<file path="src/rtl/stack_pkg.sv">
// Shared stack/queue definitions: pointer-width helper,
// request decode and top-of-stack source select.
package stack_pkg;

    // Ceiling log2; clog2(17) = 5, clog2(16) = 4, clog2(2) = 1.
    function automatic int clog2(input int value);
        int r;
        int v;
        r = 0;
        v = value - 1;
        while (v > 0) begin
            r++;
            v = v >> 1;
        end
        return r;
    endfunction

    typedef enum logic [2:0] {
        OP_NONE,
        OP_CLEAR,
        OP_DROP,
        OP_PUSH,
        OP_POP,
        OP_REPLACE
    } stack_op_e;

    typedef enum logic [1:0] {
        TOP_HOLD,
        TOP_ZERO,
        TOP_PUSH,
        TOP_MEM
    } top_sel_e;

endpackage

</file>
<file path="src/rtl/stack_ptr_ctrl.sv">
// Stack pointer control: request priority decode, next
// count, full/empty, sticky errors, write/read addressing.
module stack_ptr_ctrl
    import stack_pkg::*;
#(
    parameter int STACK_DEPTH = 16,
    parameter int PTR_W       = 5,
    parameter int AW          = 4
) (
    input  logic             clk,
    input  logic             rst_edge,
    input  logic             clear,
    input  logic             push,
    input  logic             pop,
    input  logic [PTR_W-1:0] drop_n,
    input  logic             err_clr,
    output logic [PTR_W-1:0] count,
    output logic             full,
    output logic             empty,
    output logic             ovf,
    output logic             unf,
    output logic             wr_en,
    output logic [AW-1:0]    wr_addr,
    output logic [AW-1:0]    rd_addr,
    output top_sel_e         top_sel
);

    localparam logic [PTR_W-1:0] DEPTH_P = PTR_W'(STACK_DEPTH);
    localparam logic [PTR_W-1:0] ONE_P   = PTR_W'(1);
    localparam logic [PTR_W-1:0] TWO_P   = PTR_W'(2);

    logic [PTR_W-1:0] count_q, count_d;
    logic             ovf_q, ovf_d;
    logic             unf_q, unf_d;
    logic [PTR_W:0]   drop_diff;
    logic             new_ovf, new_unf;
    stack_op_e        op;

    assign full  = (count_q == DEPTH_P);
    assign empty = (count_q == '0);
    assign count = count_q;
    assign ovf   = ovf_q;
    assign unf   = unf_q;

    // Extra MSB acts as the borrow for a drop past the bottom.
    assign drop_diff = {1'b0, count_q} - {1'b0, drop_n};

    // Priority decode: clear > drop > push/pop.
    always_comb begin
        op = OP_NONE;
        if (clear) begin
            op = OP_CLEAR;
        end else if (drop_n != '0) begin
            op = OP_DROP;
        end else if (push && pop) begin
            op = OP_REPLACE;
        end else if (push) begin
            op = OP_PUSH;
        end else if (pop) begin
            op = OP_POP;
        end
    end

    // Next count, write/read addresses and error events.
    always_comb begin
        count_d = count_q;
        wr_en   = 1'b0;
        wr_addr = AW'(count_q);
        rd_addr = '0;
        top_sel = TOP_HOLD;
        new_ovf = 1'b0;
        new_unf = 1'b0;
        unique case (op)
            OP_CLEAR: begin
                count_d = '0;
                top_sel = TOP_ZERO;
            end
            OP_DROP: begin
                if (drop_diff[PTR_W]) begin
                    count_d = '0;
                    top_sel = TOP_ZERO;
                    new_unf = 1'b1;
                end else begin
                    count_d = drop_diff[PTR_W-1:0];
                    rd_addr = AW'(drop_diff[PTR_W-1:0] - ONE_P);
                    top_sel = (drop_diff[PTR_W-1:0] == '0)
                            ? TOP_ZERO : TOP_MEM;
                end
            end
            OP_PUSH: begin
                if (full) begin
                    new_ovf = 1'b1;
                end else begin
                    wr_en   = 1'b1;
                    count_d = count_q + ONE_P;
                    top_sel = TOP_PUSH;
                end
            end
            OP_POP: begin
                if (empty) begin
                    new_unf = 1'b1;
                end else begin
                    count_d = count_q - ONE_P;
                    rd_addr = AW'(count_q - TWO_P);
                    top_sel = (count_q == ONE_P)
                            ? TOP_ZERO : TOP_MEM;
                end
            end
            OP_REPLACE: begin
                wr_en   = 1'b1;
                top_sel = TOP_PUSH;
                if (empty) begin
                    count_d = ONE_P;
                    wr_addr = '0;
                    new_unf = 1'b1;
                end else begin
                    wr_addr = AW'(count_q - ONE_P);
                end
            end
            default: begin
                count_d = count_q;
            end
        endcase
    end

    // Sticky flags: a new error beats err_clr in the same cycle.
    always_comb begin
        ovf_d = new_ovf | (ovf_q & ~err_clr);
        unf_d = new_unf | (unf_q & ~err_clr);
    end

    // Pointer and flag registers.
    always_ff @(posedge clk or posedge rst_edge) begin
        if (rst_edge) begin
            count_q <= '0;
            ovf_q   <= 1'b0;
            unf_q   <= 1'b0;
        end else begin
            count_q <= count_d;
            ovf_q   <= ovf_d;
            unf_q   <= unf_d;
        end
    end

endmodule

</file>
<file path="src/rtl/lifo_stack_core.sv">
// LIFO stack: register-array storage plus registered
// top-of-stack; pointer logic lives in stack_ptr_ctrl.
module lifo_stack_core
    import stack_pkg::*;
#(
    parameter int  DATA_WIDTH  = 8,
    parameter int  STACK_DEPTH = 16,
    localparam int PTR_W       = clog2(STACK_DEPTH + 1)
) (
    input  logic                  clk,
    input  logic                  rst_edge,
    input  logic                  clear,
    input  logic                  push,
    input  logic [DATA_WIDTH-1:0] push_data,
    input  logic                  pop,
    input  logic [PTR_W-1:0]      drop_n,
    input  logic                  err_clr,
    output logic [DATA_WIDTH-1:0] top_data,
    output logic [PTR_W-1:0]      count,
    output logic                  full,
    output logic                  empty,
    output logic                  ovf,
    output logic                  unf
);

    localparam int AW = clog2(STACK_DEPTH);

    logic [DATA_WIDTH-1:0] mem_q [STACK_DEPTH];
    logic [DATA_WIDTH-1:0] top_data_q, top_data_d;
    logic                  wr_en;
    logic [AW-1:0]         wr_addr;
    logic [AW-1:0]         rd_addr;
    top_sel_e              top_sel;

    stack_ptr_ctrl #(
        .STACK_DEPTH (STACK_DEPTH),
        .PTR_W       (PTR_W),
        .AW          (AW)
    ) u_ctrl (
        .clk      (clk),
        .rst_edge (rst_edge),
        .clear    (clear),
        .push     (push),
        .pop      (pop),
        .drop_n   (drop_n),
        .err_clr  (err_clr),
        .count    (count),
        .full     (full),
        .empty    (empty),
        .ovf      (ovf),
        .unf      (unf),
        .wr_en    (wr_en),
        .wr_addr  (wr_addr),
        .rd_addr  (rd_addr),
        .top_sel  (top_sel)
    );

    // Storage array; contents survive reset and clear.
    always_ff @(posedge clk) begin
        if (wr_en) begin
            mem_q[wr_addr] <= push_data;
        end
    end

    // Next top: read paths never hit the entry written this
    // cycle, since writes always take the push_data path.
    always_comb begin
        top_data_d = top_data_q;
        unique case (top_sel)
            TOP_ZERO: top_data_d = '0;
            TOP_PUSH: top_data_d = push_data;
            TOP_MEM:  top_data_d = mem_q[rd_addr];
            default:  top_data_d = top_data_q;
        endcase
    end

    // Registered top-of-stack.
    always_ff @(posedge clk or posedge rst_edge) begin
        if (rst_edge) begin
            top_data_q <= '0;
        end else begin
            top_data_q <= top_data_d;
        end
    end

    assign top_data = top_data_q;

endmodule

</file>
<file path="config.mk">
export PLATFORM = sky130hd
export DESIGN_NAME = lifo_stack_core
export DESIGN_NICKNAME = d
export VERILOG_FILES = /design/src/rtl/stack_pkg.sv /design/src/rtl/stack_ptr_ctrl.sv /design/src/rtl/lifo_stack_core.sv
export SDC_FILE = /design/constraint.sdc
export NUM_CORES = 1
export LEC_CHECK = 0
export CAP_MARGIN = 0
export CORE_ASPECT_RATIO = 2
export CORE_MARGIN = 5
export CORE_UTILIZATION = 30
export DETAILED_ROUTE_END_ITERATION = 8
export HOLD_SLACK_MARGIN = 0.05
export SETUP_SLACK_MARGIN = 0.4
export SLEW_MARGIN = 20
export SYNTH_ARGS = -nofsm -noshare
export SYNTH_HDL_FRONTEND = slang
export SYNTH_HIERARCHICAL = 1
export SYNTH_SLANG_ARGS = --single-unit
</file>
<file path="constraint.sdc">
create_clock -name clk -period 3.2 [get_ports clk]
set_input_delay 0.64 -clock clk [delete_from_list [all_inputs] [get_ports clk]]
set_output_delay 0.64 -clock clk [all_outputs]
set_load 0.01 [all_outputs]
</file>
== Word level (Yosys, flattened, before mapping) ==
Memory sizes are Yosys's and may differ from the RTL's.
Index checks and enable logic that the tools add are counted.

* Input bits: 19
* Register bits after elaboration: 15
* Bits in read-only memories: 0
* Memories: 1
* Word-level logic and storage cells: 67
* Bits in latches: 0
* Memory bits (writable): 128

* Div/mod/pow operators: 0
* Magnitude comparators: 0
* Bitwise logic cells: 5
* Multiplexer cells: 31
* Multipliers: 0
* Equal/unequal tests: 13
* Shifts and indexed selects: 0
* Reduce and logical (&&, ||, !) cells: 8
* $add $sub $neg: 5

{| class="wikitable"
|+ Memory list
! name !! words !! width !! read ports !! clocked after memory_dff !! write ports !! RTL line !! RTL
|-
| mem_q || 16 || 8 || 1 || 0 || 1 || lifo_stack_core.sv:28 || <nowiki>logic [DATA_WIDTH-1:0] mem_q [STACK_DEPTH];</nowiki>
|}

{| class="wikitable"
|+ Operators by type and width
! operator !! number
|-
| one-hot mux 5 bit (5 select lines) || 1
|-
| one-hot mux 8 bit (3 select lines) || 1
|-
| two-way mux 5 bit || 4
|-
| two-way mux 4 bit || 4
|-
| two-way mux 3 bit || 5
|-
| logical NOT 5 bit || 2
|-
| two-way mux 2 bit || 5
|-
| one-hot mux 2 bit (5 select lines) || 1
|-
| nonzero test 5 bit || 2
|-
| one-hot mux 4 bit (2 select lines) || 1
|-
| two-way mux 1 bit || 7
|-
| equality test 3 x 2 -> 1 bit (second input constant) || 2
|-
| equality test 3 bit (second input constant) || 2
|-
| inequality test 2 bit (second input constant) || 3
|-
| subtractor 5 x 5 -> 6 bit || 1
|-
| adder 5 x 1 -> 5 bit (second input constant) || 1
|-
| equality test 5 x 1 -> 1 bit (second input constant) || 1
|-
| equality test 5 bit (second input constant) || 1
|-
| subtractor 5 x 1 -> 5 bit (second input constant) || 1
|-
| equality test 2 bit (second input constant) || 2
|-
| one-hot mux 1 bit (2 select lines) || 2
|-
| AND reduction 4 bit || 1
|-
| subtractor 4 x 1 -> 4 bit (second input constant) || 1
|-
| subtractor 4 x 2 -> 4 bit (second input constant) || 1
|-
| 8 further kinds || 10
|}

== Longest topological paths before layout ==
Gate-level depths: netlist of run 1.

* Depth in word-level cells: 9
* Mapped depth: 14
* Gate-level depth less buffers: 11

== Cells and area by module ==
Netlist of run 1, hierarchy kept.

{| class="wikitable"
|+ By module, submodules not included
! module !! sequential area each (sq um) !! cells an instance !! times used !! area each (sq um)
|-
| lifo_stack_core || 4043.9 || 245 || 1 || 5331.4
|-
| stack_ptr_ctrl || 175.2 || 142 || 1 || 1101.1
|}

== Worst setup path before layout of run 1 ==
No wires, ideal clock.

* Path type: in2reg
* Start: input drop_n[3]
* End: memory mem_q[0][0] (enable)
* Library setup time: 383 ps
* Cell stages on the path: 6
* Buffers on the path: 1
* Data arrival time: 2935 ps
* Slack: -119 ps
* Cell sequence: or4_4 or3_1 clkbuf_1 nor2_1 or3b_2 nor3_1

* Cells in the longest elaborated chain, start to end: 7
* Elaborated cells on any way between the ends: 9

{| class="wikitable"
|+ Ends and longest elaborated chain
! what !! RTL line !! RTL
|-
| from (decl) || lifo_stack_core.sv:16 || <nowiki>input logic [PTR_W-1:0] drop_n,</nowiki>
|-
| nonzero test 5 bit (*) || stack_ptr_ctrl.sv:53 || <nowiki>end else if (drop_n != '0) begin</nowiki>
|-
| two-way mux 3 bit (*) || stack_ptr_ctrl.sv:53 ||
|-
| two-way mux 3 bit (*) || stack_ptr_ctrl.sv:51 || <nowiki>if (clear) begin</nowiki>
|-
| equality test 3 bit or equality test 3 x 2 -> 1 bit (tied branches) || stack_ptr_ctrl.sv:73 || <nowiki>unique case (op)</nowiki>
|-
| one-hot mux 1 bit (2 select lines) (*) || stack_ptr_ctrl.sv:73 ||
|-
| named net wr_en || lifo_stack_core.sv:30 || <nowiki>logic wr_en;</nowiki>
|-
| two-way mux 1 bit (*) || lifo_stack_core.sv:60 || <nowiki>if (wr_en) begin</nowiki>
|-
| two-way mux 1 bit (not written as such) (*) || lifo_stack_core.sv:61 || <nowiki>mem_q[wr_addr] <= push_data;</nowiki>
|-
| to (decl) || lifo_stack_core.sv:28 ||
|}

The timed path passes the listed nets; every way through them passes the cells marked *.

== Final worst setup path of run 1 ==
* Start: input drop_n[0]
* End: register top_data_q[6] (netlist: top_data[6])

* Cells in the longest elaborated chain, start to end: 7
* Elaborated cells on any way between the ends: 22

{| class="wikitable"
|+ Ends and longest elaborated chain
! what !! RTL line !! RTL
|-
| parallel branches: the longest is 4 deep, another holds subtractor 5 x 5 -> 6 bit || -- ||
|-
| one-hot mux 4 bit (2 select lines) (*) || stack_ptr_ctrl.sv:73 ||
|-
| named net rd_addr[2] || lifo_stack_core.sv:32 || <nowiki>logic [AW-1:0] rd_addr;</nowiki>
|-
| memory read (16 x 8 bit) (*) || -- ||
|-
| one-hot mux 8 bit (3 select lines) (*) || lifo_stack_core.sv:69 || <nowiki>unique case (top_sel)</nowiki>
|-
| to (signal assigned) || lifo_stack_core.sv:82 || <nowiki>top_data_q <= top_data_d;</nowiki>
|-
| to (decl) || lifo_stack_core.sv:29 || <nowiki>logic [DATA_WIDTH-1:0] top_data_q, top_data_d;</nowiki>
|}

Mark *: on every way through the listed nets, which the timed path passes.
A chain may end at the register's enable or synchronous reset.

==> run metrics, run 1 <==
vias in the first global route ~4.5k; kind of critical path in2reg; CP cell instances clkdlybuf4s15_1 > ha_4 > fa_2 > ha_4 > xor2_2 > o22ai_4 > buf_12 > buf_12 > buf_4 > mux4_2 > mux2i_1 > o21ai_1; initial antenna violation count 0; Worst Reg-to-Reg Cells 12; Worst EP required 3.50 ns; CTS tree yes; layout cell share with drive strength beyond 1 ~43%; cell row count 75; GRT Total Usage around 14%; Fin Setup TNS 0 ns; Final Max Slew Viols 0; grt total ovfl 0; pwr dens 467 nW/um^2; synthesis-stage register bit count 143; Worst-Margin Slew 0.730 ns; share of the synthesized area in the top cell type 59.8%; Leak 3.19 nW; Setup crit end kind register; Seq/Total Area, Yosys 65.6%; root buffer cell clkbuf_16; routed vias 4085; # clock sinks 143; status finished clean; CP top delay family adder cells; Fmax between 300 and 400 MHz; Design Power 4.33 mW; initial core utilization 30.6%; Final Hold Viols 0; Crit Path Max Fanout 9; GPL Wtd Cong 0.880; drt wl/cell 21.1 um; Slew HR 50.8%; most frequent cell after synthesis edfxtp_1; reg2reg end top_data[6]$_DFFE_PP0P_; clock skew 0.0128 ns; antenna diode count 0; async set or reset register ratio after synthesis 10.5%; crit-path max cell delay 0.50 ns; DRC 0; Detailed Place HPWL 12100 um; H-tree levels 4; largest net degree at the start of global routing 18; Worst-Skew Late Latency 0.42 ns; maximum VDD drop approximately 0.34 mV; drt via density 4.99; Post-synth EDFFs 128; Cell Area, Synth roughly 6400 sq um; syn_nets 420; max cap viols 0; unrepaired setup endpoints after global routing yes; Primary FF master, synth edfxtp_1; die height ~220 um; CTS Buf Count 17; count of cell types in the netlist 54; largest area contributor in the netlist edfxtp_1; Tmin final 2.88 ns; synthesis warning total 6; first-pass GRT wire length 26000 um; CP max stage cell fa_2; Clock Path Buffers 2; worst reg2reg setup slack approximately 0.33 ns; synth cell count leaders edfxtp_1, mux4_2, mux2i_1; FF-to-FF Start u_ctrl/count[0]$_DFFE_PP0P_; Die ar. around 25000 sq um; Worst EP arrival between 3 and 4 ns; hold_buf cts 0; ranking of synthesized cells by area edfxtp_1, mux4_2, dfrtp_1, mux2i_1, ha_1; syn avg cell area between 15 and 20 sq um; Hold Crit Class in2async; startpoint type of the worst setup path primary input; total wire length between 15000 and 20000 um; final period utilization around 90%; IO Pins 36; Gate Count Post-Synth 387; Initial DRT Pass Iterations 4; NumNets Final 570; Die Span X around 110 um; post-route ant nets 0; Buf+Inv Stages, Crit Path 4; post-layout util 44.2%; Hold Slack 0.523 ns; setup violators final 0; clock transition at the registers of the reported paths 0.06 ns; Layout area overhead 44.3%; Port Buf Inserts 35; core outline area 21000 sq um; # fillers 1830; DRT iter0 DRCs roughly 330
-- cell families after synthesis --
logic type                 share of synthesized area [%]
AOI/OAI and AO/OA                                   5.89
muxes                                               15.6
adders and majority gates                           2.84
DFF                                                 65.6
and+or+nand+nor                                     6.21
xor gates and xnor gates                            1.23
buffers and inverters                               2.63
-- flip-flops by register name (all words and copies together), names as in the netlist --
name and cells:
top_data 8, u_ctrl/unf 1, mem_q 128, u_ctrl/ovf 1, u_ctrl/count 5
-- layer usage --
metal  track usage [%]  share of wire [%]  routed length, um
met1              13.7                 33               5730
met4              7.30                4.6                794
met3              2.58                3.8                653
met2              28.4                 58              10100
met5                 0                  0                  0
-- placed cells by master (no fill, tap or decap), types with 5 or more instances in the layout --
cell / count
buf_4: 68
o22a_1: 8
nor2_1: 11
edfxtp_1: 128
nand3_1: 5
nor3_4: 5
clkbuf_16: 17
mux4_2: 32
inv_1: 13
o21ai_1: 12
ha_1: 10
buf_12: 22
dfrtp_1: 15
buf_6: 21
mux2i_1: 22
a21oi_1: 5
nand2_1: 5
nor2_4: 12
clkdlybuf4s50_1: 28
o21ai_0: 5
-- metrics by stage --
stage                     setup slack (ns)  cell area [sq um]  cells
after CTS                            0.295               9170    814
final                                0.319               9280    819
after global placement              -0.557               8050    761
after detailed placement            -0.571               8050    761
after floorplan                      0.170               6560    387
after global routing                 0.236               9280    819
-- worst register-to-register path, delay by kind of cell, from the launching register on --
family	cells	cell delay, ns
buf+inv	4	0.52
compound gates	2	0.27
mux	2	0.52
xor+xnor	1	0.18
flops	1	0.39
fa+ha+maj	3	0.87
-- worst max-delay path by stage --
| stage | slack, ns | start | to | depth (start not counted) |
|---|---|---|---|---|
| CTS | 0.29 | drop_n[1] | mem_q[12][0]$_DFFE_PP_ | 13 |
| finish | 0.32 | drop_n[0] | top_data[6]$_DFFE_PP0P_ | 12 |
| detailed placement | -0.57 | drop_n[1] | top_data[7]$_DFFE_PP0P_ | 14 |
| global placement | -0.56 | drop_n[1] | top_data[7]$_DFFE_PP0P_ | 14 |
| global route | 0.24 | u_ctrl/count[1]$_DFFE_PP0P_ | top_data[4]$_DFFE_PP0P_ | 12 |
| floorplan | 0.17 | drop_n[3] | mem_q[14][0]$_DFFE_PP_ | 7 |
-- final cells by class --
class	instances	area [sq um]	share of cell area (%)
inverter	15	58.8	0.634
sequential	143	4220	45.5
timing repair buffer	149	1600	17.3
clock buffer	22	454	4.89
clock inverter	10	163	1.75
tap	269	337	3.63
multi-input combinational	211	2450	26.4
-- repair_timing --
action	in CTS	in global routing
gates cloned	2	0
endpoints found under the setup margin	138	137
setup buffers	19	5
gates resized for setup	81	20
pin swaps	23	27
-- report_power, final --
| group | internal, mW | total, mW | switching (mW) |
|---|---|---|---|
| combinational | 0.114 | 0.237 | 0.123 |
| sequential | 2.04 | 2.04 | 0.00242 |
| clock | 1.33 | 2.05 | 0.729 |
Note: power is estimated with default switching activity, not from simulation.
==> run 2, diff against run 1 <==
--- a/config.mk
+++ b/config.mk
@@ -7,2 +7,3 @@
 export LEC_CHECK = 0
+export ABC_CLOCK_PERIOD_IN_PS = 3200
 export CAP_MARGIN = 0
==> constraint.sdc (replaced) <==
create_clock -name clk -period 3.2 [get_ports clk]
set_input_delay 0.32 -clock clk [delete_from_list [all_inputs] [get_ports clk]]
set_output_delay 0.32 -clock clk [all_outputs]
set_load 0.01 [all_outputs]
==> run metrics, run 2 (same netlist as run 1, synthesis figures left out) <==
core outline area 21000 sq um (unchanged); antenna diode count 0 (unchanged); vias in the first global route 4247 (was 4501); flip-flop count of the largest register after layout 128 (unchanged); cell row count 75 (unchanged); Final Hold Viols 0 (unchanged); Fin Setup TNS 0 ns (unchanged); unrepaired setup endpoints after global routing yes (unchanged); most flop-heavy register mem_q (unchanged); die height 217 um (unchanged); Detailed Place HPWL 11700 um (was 12100 um); H-tree levels 4 (unchanged); layout cell share with drive strength beyond 1 37.0% (was 43.5%); Worst EP required 3.51 ns (was 3.50 ns); GRT Total Usage 13.7% (was 14.4%); setup violators final 0 (unchanged); CTS tree yes (unchanged); post-route ant nets 0 (unchanged); pwr dens 491 nW/um^2 (was 467 nW/um^2); clock skew 0.00505 ns (was 0.0128 ns); drt wl/cell 20.3 um (was 21.1 um); grt total ovfl 0 (unchanged); Setup crit end kind register (unchanged); Final Worst Setup Slack 0.338 ns (was 0.319 ns); Worst-Margin Slew 0.713 ns (was 0.730 ns); initial antenna violation count 0 (unchanged); Area after DPL 7640 sq um (was 8050 sq um); Tmin final 2.86 ns (was 2.88 ns); first-pass GRT wire length 24900 um (was 26000 um); kind of critical path reg2reg (was in2reg); largest net degree at the start of global routing 18 (unchanged); DRT iter0 DRCs 251 (was 326); DP Worst Slack -0.346 ns (was -0.571 ns); Hold Slack 0.206 ns (was 0.523 ns); Fmax 349 MHz (was 347 MHz); Worst-Skew Late Latency 0.42 ns (about the same); Leak 3.00 nW (was 3.19 nW); post-layout util 41.0% (was 44.2%); NumNets Final 547 (was 570); GPL Wtd Cong 0.900 (was 0.880); # clock sinks 143 (unchanged); CTS Buf Count 17 (unchanged); IO Pins 36 (unchanged); # fillers 1891 (was 1830); initial core utilization 30.6% (unchanged); Die Span X 114 um (unchanged); status finished clean (unchanged); clock transition at the registers of the reported paths 0.06 ns (about the same); final period utilization 89.4% (was 90.0%); total wire length 16100 um (was 17300 um); Hold Crit Class in2async (unchanged); maximum VDD drop 0.350 mV (was 0.342 mV); Initial DRT Pass Iterations 4 (unchanged); Port Buf Inserts 35 (unchanged); Slew HR 52.3% (was 50.8%); drt via density 5.03 (was 4.99); root buffer cell clkbuf_16 (unchanged); Die ar. 24600 sq um (unchanged); Layout area overhead 34.1% (was 44.3%); Crit Path Max Fanout 6 (was 9); Clock Path Buffers 2 (unchanged); DRC 0 (unchanged); commonest non-fill, non-tap cells in the layout edfxtp_1, buf_4, mux4_2, clkdlybuf4s50_1, mux2i_1 (was edfxtp_1, buf_4, mux4_2); startpoint type of the worst setup path register (was primary input); commonest non-fill, non-tap cell in the layout edfxtp_1 (unchanged); Final Max Slew Viols 0 (unchanged); max cap viols 0 (unchanged); Final Cell Area 8620 sq um (was 9280 sq um); Worst EP arrival 3.17 ns (was 3.18 ns); routed vias 4006 (was 4085)
run 2: cell types whose count changed in the layout (fill, tap and decap cells not counted), sizes merged, moves of 2 or more:
cell,previous run,this run
buf,116,91
inv,16,23
clkbuf,23,18
clkdlybuf4s50,28,31
bufinv,4,2
dlygate4sd2,2,0
dlymetal6s2s,1,3
run 2: worst max-delay path, stage by stage, from the launching register on:
cell	delay [ns]
dfrtp_2	0.47
ha_4	0.28
nor2b_4	0.14
o211ai_1	0.11
a21oi_2	0.18
nand2_2	0.10
o22ai_4	0.23
buf_12	0.17
buf_4	0.16
mux4_2	0.51
mux2i_2	0.18
o22a_1	0.15
o21ai_1	0.05
run 2: path summary, 6_finish.rpt:
| check | slack, ns | to | start | depth (start not counted) |
|---|---|---|---|---|
| setup / recovery | 0.34 | top_data[1]$_DFFE_PP0P_ | u_ctrl/count[1]$_DFFE_PP0P_ | 12 |
| hold / removal | 0.21 | u_ctrl/count[3]$_DFFE_PP0P_ | rst_edge | 2 |
| setup reg to reg | 0.34 | top_data[1]$_DFFE_PP0P_ | u_ctrl/count[1]$_DFFE_PP0P_ | 12 |
| hold reg to reg | 0.54 | u_ctrl/ovf$_DFF_PP0_ | u_ctrl/ovf$_DFF_PP0_ | 2 |
| max in group asynchronous | 2.65 | top_data[4]$_DFFE_PP0P_ | rst_edge | 2 |
| min in group clk | 0.49 | u_ctrl/count[2]$_DFFE_PP0P_ | drop_n[3] | 5 |
run 2: area by class of cell:
class / count / area (sq um) / area share [%]
sequential: 143 / 4220 / 48.9
multi-input combinational: 211 / 2230 / 25.9
timing repair buffer: 126 / 1180 / 13.6
clock buffer: 17 / 425 / 4.93
tap: 269 / 337 / 3.90
clock inverter: 15 / 173 / 2.00
inverter: 15 / 58.8 / 0.682
run 2: report_power, final:
group / internal (mW) / switching (mW) / total (mW)
sequential: 2.04 / 0.00244 / 2.04
combinational: 0.0967 / 0.111 / 0.207
clock: 1.17 / 0.817 / 1.99
total: 3.31 / 0.930 / 4.24
run 2: stage by stage:
step                      power (mW)  cells
after detailed placement        2.27    741
after CTS                       4.26    782
final                           4.24    796
after floorplan                 2.16    387
after global routing            4.37    796
after global placement          2.26    741
run 2: routing by layer:
| metal | wire (um) | part of all wire, % | track usage (%) | vias to the layer above |
|---|---|---|---|---|
| met5 | 0 | 0 | 0 | - |
| met4 | 852 | 5.3 | 8.22 | 0 |
| met3 | 523 | 3.2 | 2.72 | 55 |
| met2 | 9010 | 56 | 24.9 | 143 |
| met1 | 5760 | 36 | 14.1 | 2016 |
| li1 | - | - | - | 1792 |
run 2: repair_timing:
item / CTS / global route
pin swaps: 3 / 16
endpoints found under the setup margin: 57 / 133
setup buffers: 8 / 14
gates cloned: 1 / 0
gates resized for setup: 19 / 26
hold buffers: 0 / 0
==> run 3, diff against run 2 <==
Settings changed: CORE_ASPECT_RATIO 2 to 0.7, PLACE_DENSITY set to 0.51.
==> run metrics, run 3 (same netlist as run 1, synthesis figures left out) <==
DRT iter0 DRCs 312 (was 251); CTS tree yes (unchanged); Buf+Inv Stages, Crit Path 4 (was 2); Final Max Slew Viols 0 (unchanged); root buffer cell clkbuf_16 (unchanged); CP cell instances ha_1 > or2_2 > o211ai_1 > a21oi_2 > nand2_2 > buf_4 > o22ai_4 > buf_6 > buf_16 > buf_4 > mux4_2 > mux2i_2 > o21ai_1 (was ha_4 > nor2b_4 > o211ai_1 > a21oi_2 > nand2_2 > o22ai_4 > buf_12 > buf_4 > mux4_2 > mux2i_2 > o22a_1 > o21ai_1); total wire length 16100 um (about the same); Setup crit end kind register (unchanged); Layout area overhead 33.5% (was 34.1%); maximum VDD drop 0.433 mV (was 0.350 mV); routed length on met3 831 um (was 523 um); layout cell share with drive strength beyond 1 36.4% (was 37.0%); cell row count 44 (was 75); GRT Total Usage 13.5% (was 13.7%); status finished clean (unchanged); GPL Wtd Cong 0.821 (was 0.900); CP top delay family buffers and inverters (was compound AO/OA/AOI/OAI gates); Design Power 4.15 mW (was 4.24 mW); crit-path max cell delay 0.41 ns (was 0.51 ns); die height 133 um (was 217 um); Sequential cell area 4220 sq um (about the same); CP max stage cell dfrtp_1 (was mux4_2); antenna diode count 0 (unchanged); Port Buf Inserts 35 (unchanged); drt wl/cell 20.4 um (was 20.3 um); IO Pins 36 (unchanged); most used cell along the critical path buf_4; largest net degree at the start of global routing 18 (unchanged); clock skew 0.0104 ns (was 0.00505 ns); initial core utilization 30.7% (was 30.6%); Worst EP required 3.50 ns (was 3.51 ns); Fin Setup TNS 0 ns (unchanged); Die ar. 24500 sq um (was 24600 sq um); Leak 2.94 nW (was 3.00 nW); wl on met1 7760 um (was 5760 um); vias in the first global route 4005 (was 4247); initial antenna violation count 0 (unchanged); multi-input logic area 2260 sq um (was 2230 sq um); core outline area 20900 sq um (was 21000 sq um); Final Cell Area 8590 sq um (was 8620 sq um); final period utilization 86.6% (was 89.4%); Hold Crit Class in2async (unchanged); Tmin final 2.77 ns (was 2.86 ns); CTS Buf Count 17 (unchanged); flip-flop count of the largest register after layout 128 (unchanged); drt via density 4.90 (was 5.03); NumNets Final 536 (was 547); commonest non-fill, non-tap cell in the layout edfxtp_1 (unchanged); max cap viols 0 (unchanged); post-layout util 41.1% (was 41.0%); met2 wire length 7440 um (was 9010 um); Area after DPL 7620 sq um (was 7640 sq um); post-route ant nets 0 (unchanged); kind of critical path reg2reg (unchanged); clock transition at the registers of the reported paths 0.06 ns (about the same); H-tree levels 4 (unchanged); first-pass GRT wire length 24500 um (was 24900 um); Worst-Skew Late Latency 0.42 ns (about the same); Crit path depth 13 (was 12); unrepaired setup endpoints after global routing yes (unchanged); Final Hold Viols 0 (unchanged); Crit Path Max Fanout 8 (was 6); Worst-Margin Slew 0.665 ns (was 0.713 ns); most flop-heavy register mem_q (unchanged); pwr dens 483 nW/um^2 (was 491 nW/um^2); Fmax 361 MHz (was 349 MHz); Worst EP arrival 3.08 ns (was 3.17 ns); setup violators final 0 (unchanged); Worst Reg-to-Reg Cells 13 (was 12); startpoint type of the worst setup path register (unchanged); DRC 0 (unchanged); routed vias 3878 (was 4006); top sig layer met4 (unchanged); # clock sinks 143 (unchanged); # fillers 1878 (was 1891); Hold Slack 0.247 ns (was 0.206 ns); Slew HR 55.5% (was 52.3%); Die Span X 185 um (was 114 um); commonest non-fill, non-tap cells in the layout edfxtp_1, buf_4, mux4_2, clkdlybuf4s50_1, mux2i_1 (unchanged); grt total ovfl 0 (unchanged); Initial DRT Pass Iterations 6 (was 4); Detailed Place HPWL 10700 um (was 11700 um); Clock Path Buffers 2 (unchanged)
run 3: final cells by class:
class                           count  area share [%]
Clock buffer                       17            4.95
Clock inverter                     15            1.76
Inverter                           15           0.685
Multi-Input combinational cell    211            26.4
Sequential cell                   143            49.1
Tap cell                          276            4.02
Timing Repair Buffer              115            13.1
run 3: what timing repair did:
action,4_1_cts,5_1_grt
setup buffers,10,8
setup endpoints to repair,95,135
pin swaps,11,12
cloned,2,1
hold buffers,0,0
resized for setup,28,20
run 3: power breakdown:
part / internal, mW / switching (mW) / total [mW]
clock network: 1.09 / 0.812 / 1.90
logic: 0.0942 / 0.111 / 0.205
registers: 2.04 / 0.00216 / 2.04
total: 3.22 / 0.925 / 4.15
run 3: path summary, 6_finish.rpt:
path | to | slack [ns] | startpoint
worst max-delay path | top_data[3]$_DFFE_PP0P_ | 0.43 | u_ctrl/count[2]$_DFFE_PP0P_
worst min-delay path | u_ctrl/count[3]$_DFFE_PP0P_ | 0.25 | rst_edge
worst max register to register | top_data[3]$_DFFE_PP0P_ | 0.43 | u_ctrl/count[2]$_DFFE_PP0P_
worst min register to register | u_ctrl/ovf$_DFF_PP0_ | 0.55 | u_ctrl/ovf$_DFF_PP0_
max in group asynchronous | top_data[6]$_DFFE_PP0P_ | 2.62 | rst_edge
min in group clk | u_ctrl/ovf$_DFF_PP0_ | 0.52 | err_clr
run 3: layer usage:
layer / up-vias / track usage [%]
met4: 0 / 2.77
met5: - / 0
met2: 88 / 19.8
li1: 1779 / -
met1: 2006 / 20.1
met3: 5 / 3.59
run 3: through the flow:
stage | setup slack (ns) | std cells
4_1_cts | 0.364 | 783
3_5_place_dp | -0.134 | 739
2_1_floorplan | 0.345 | 387
5_1_grt | 0.304 | 792
6_report | 0.428 | 792
3_3_place_gp | -0.151 | 739
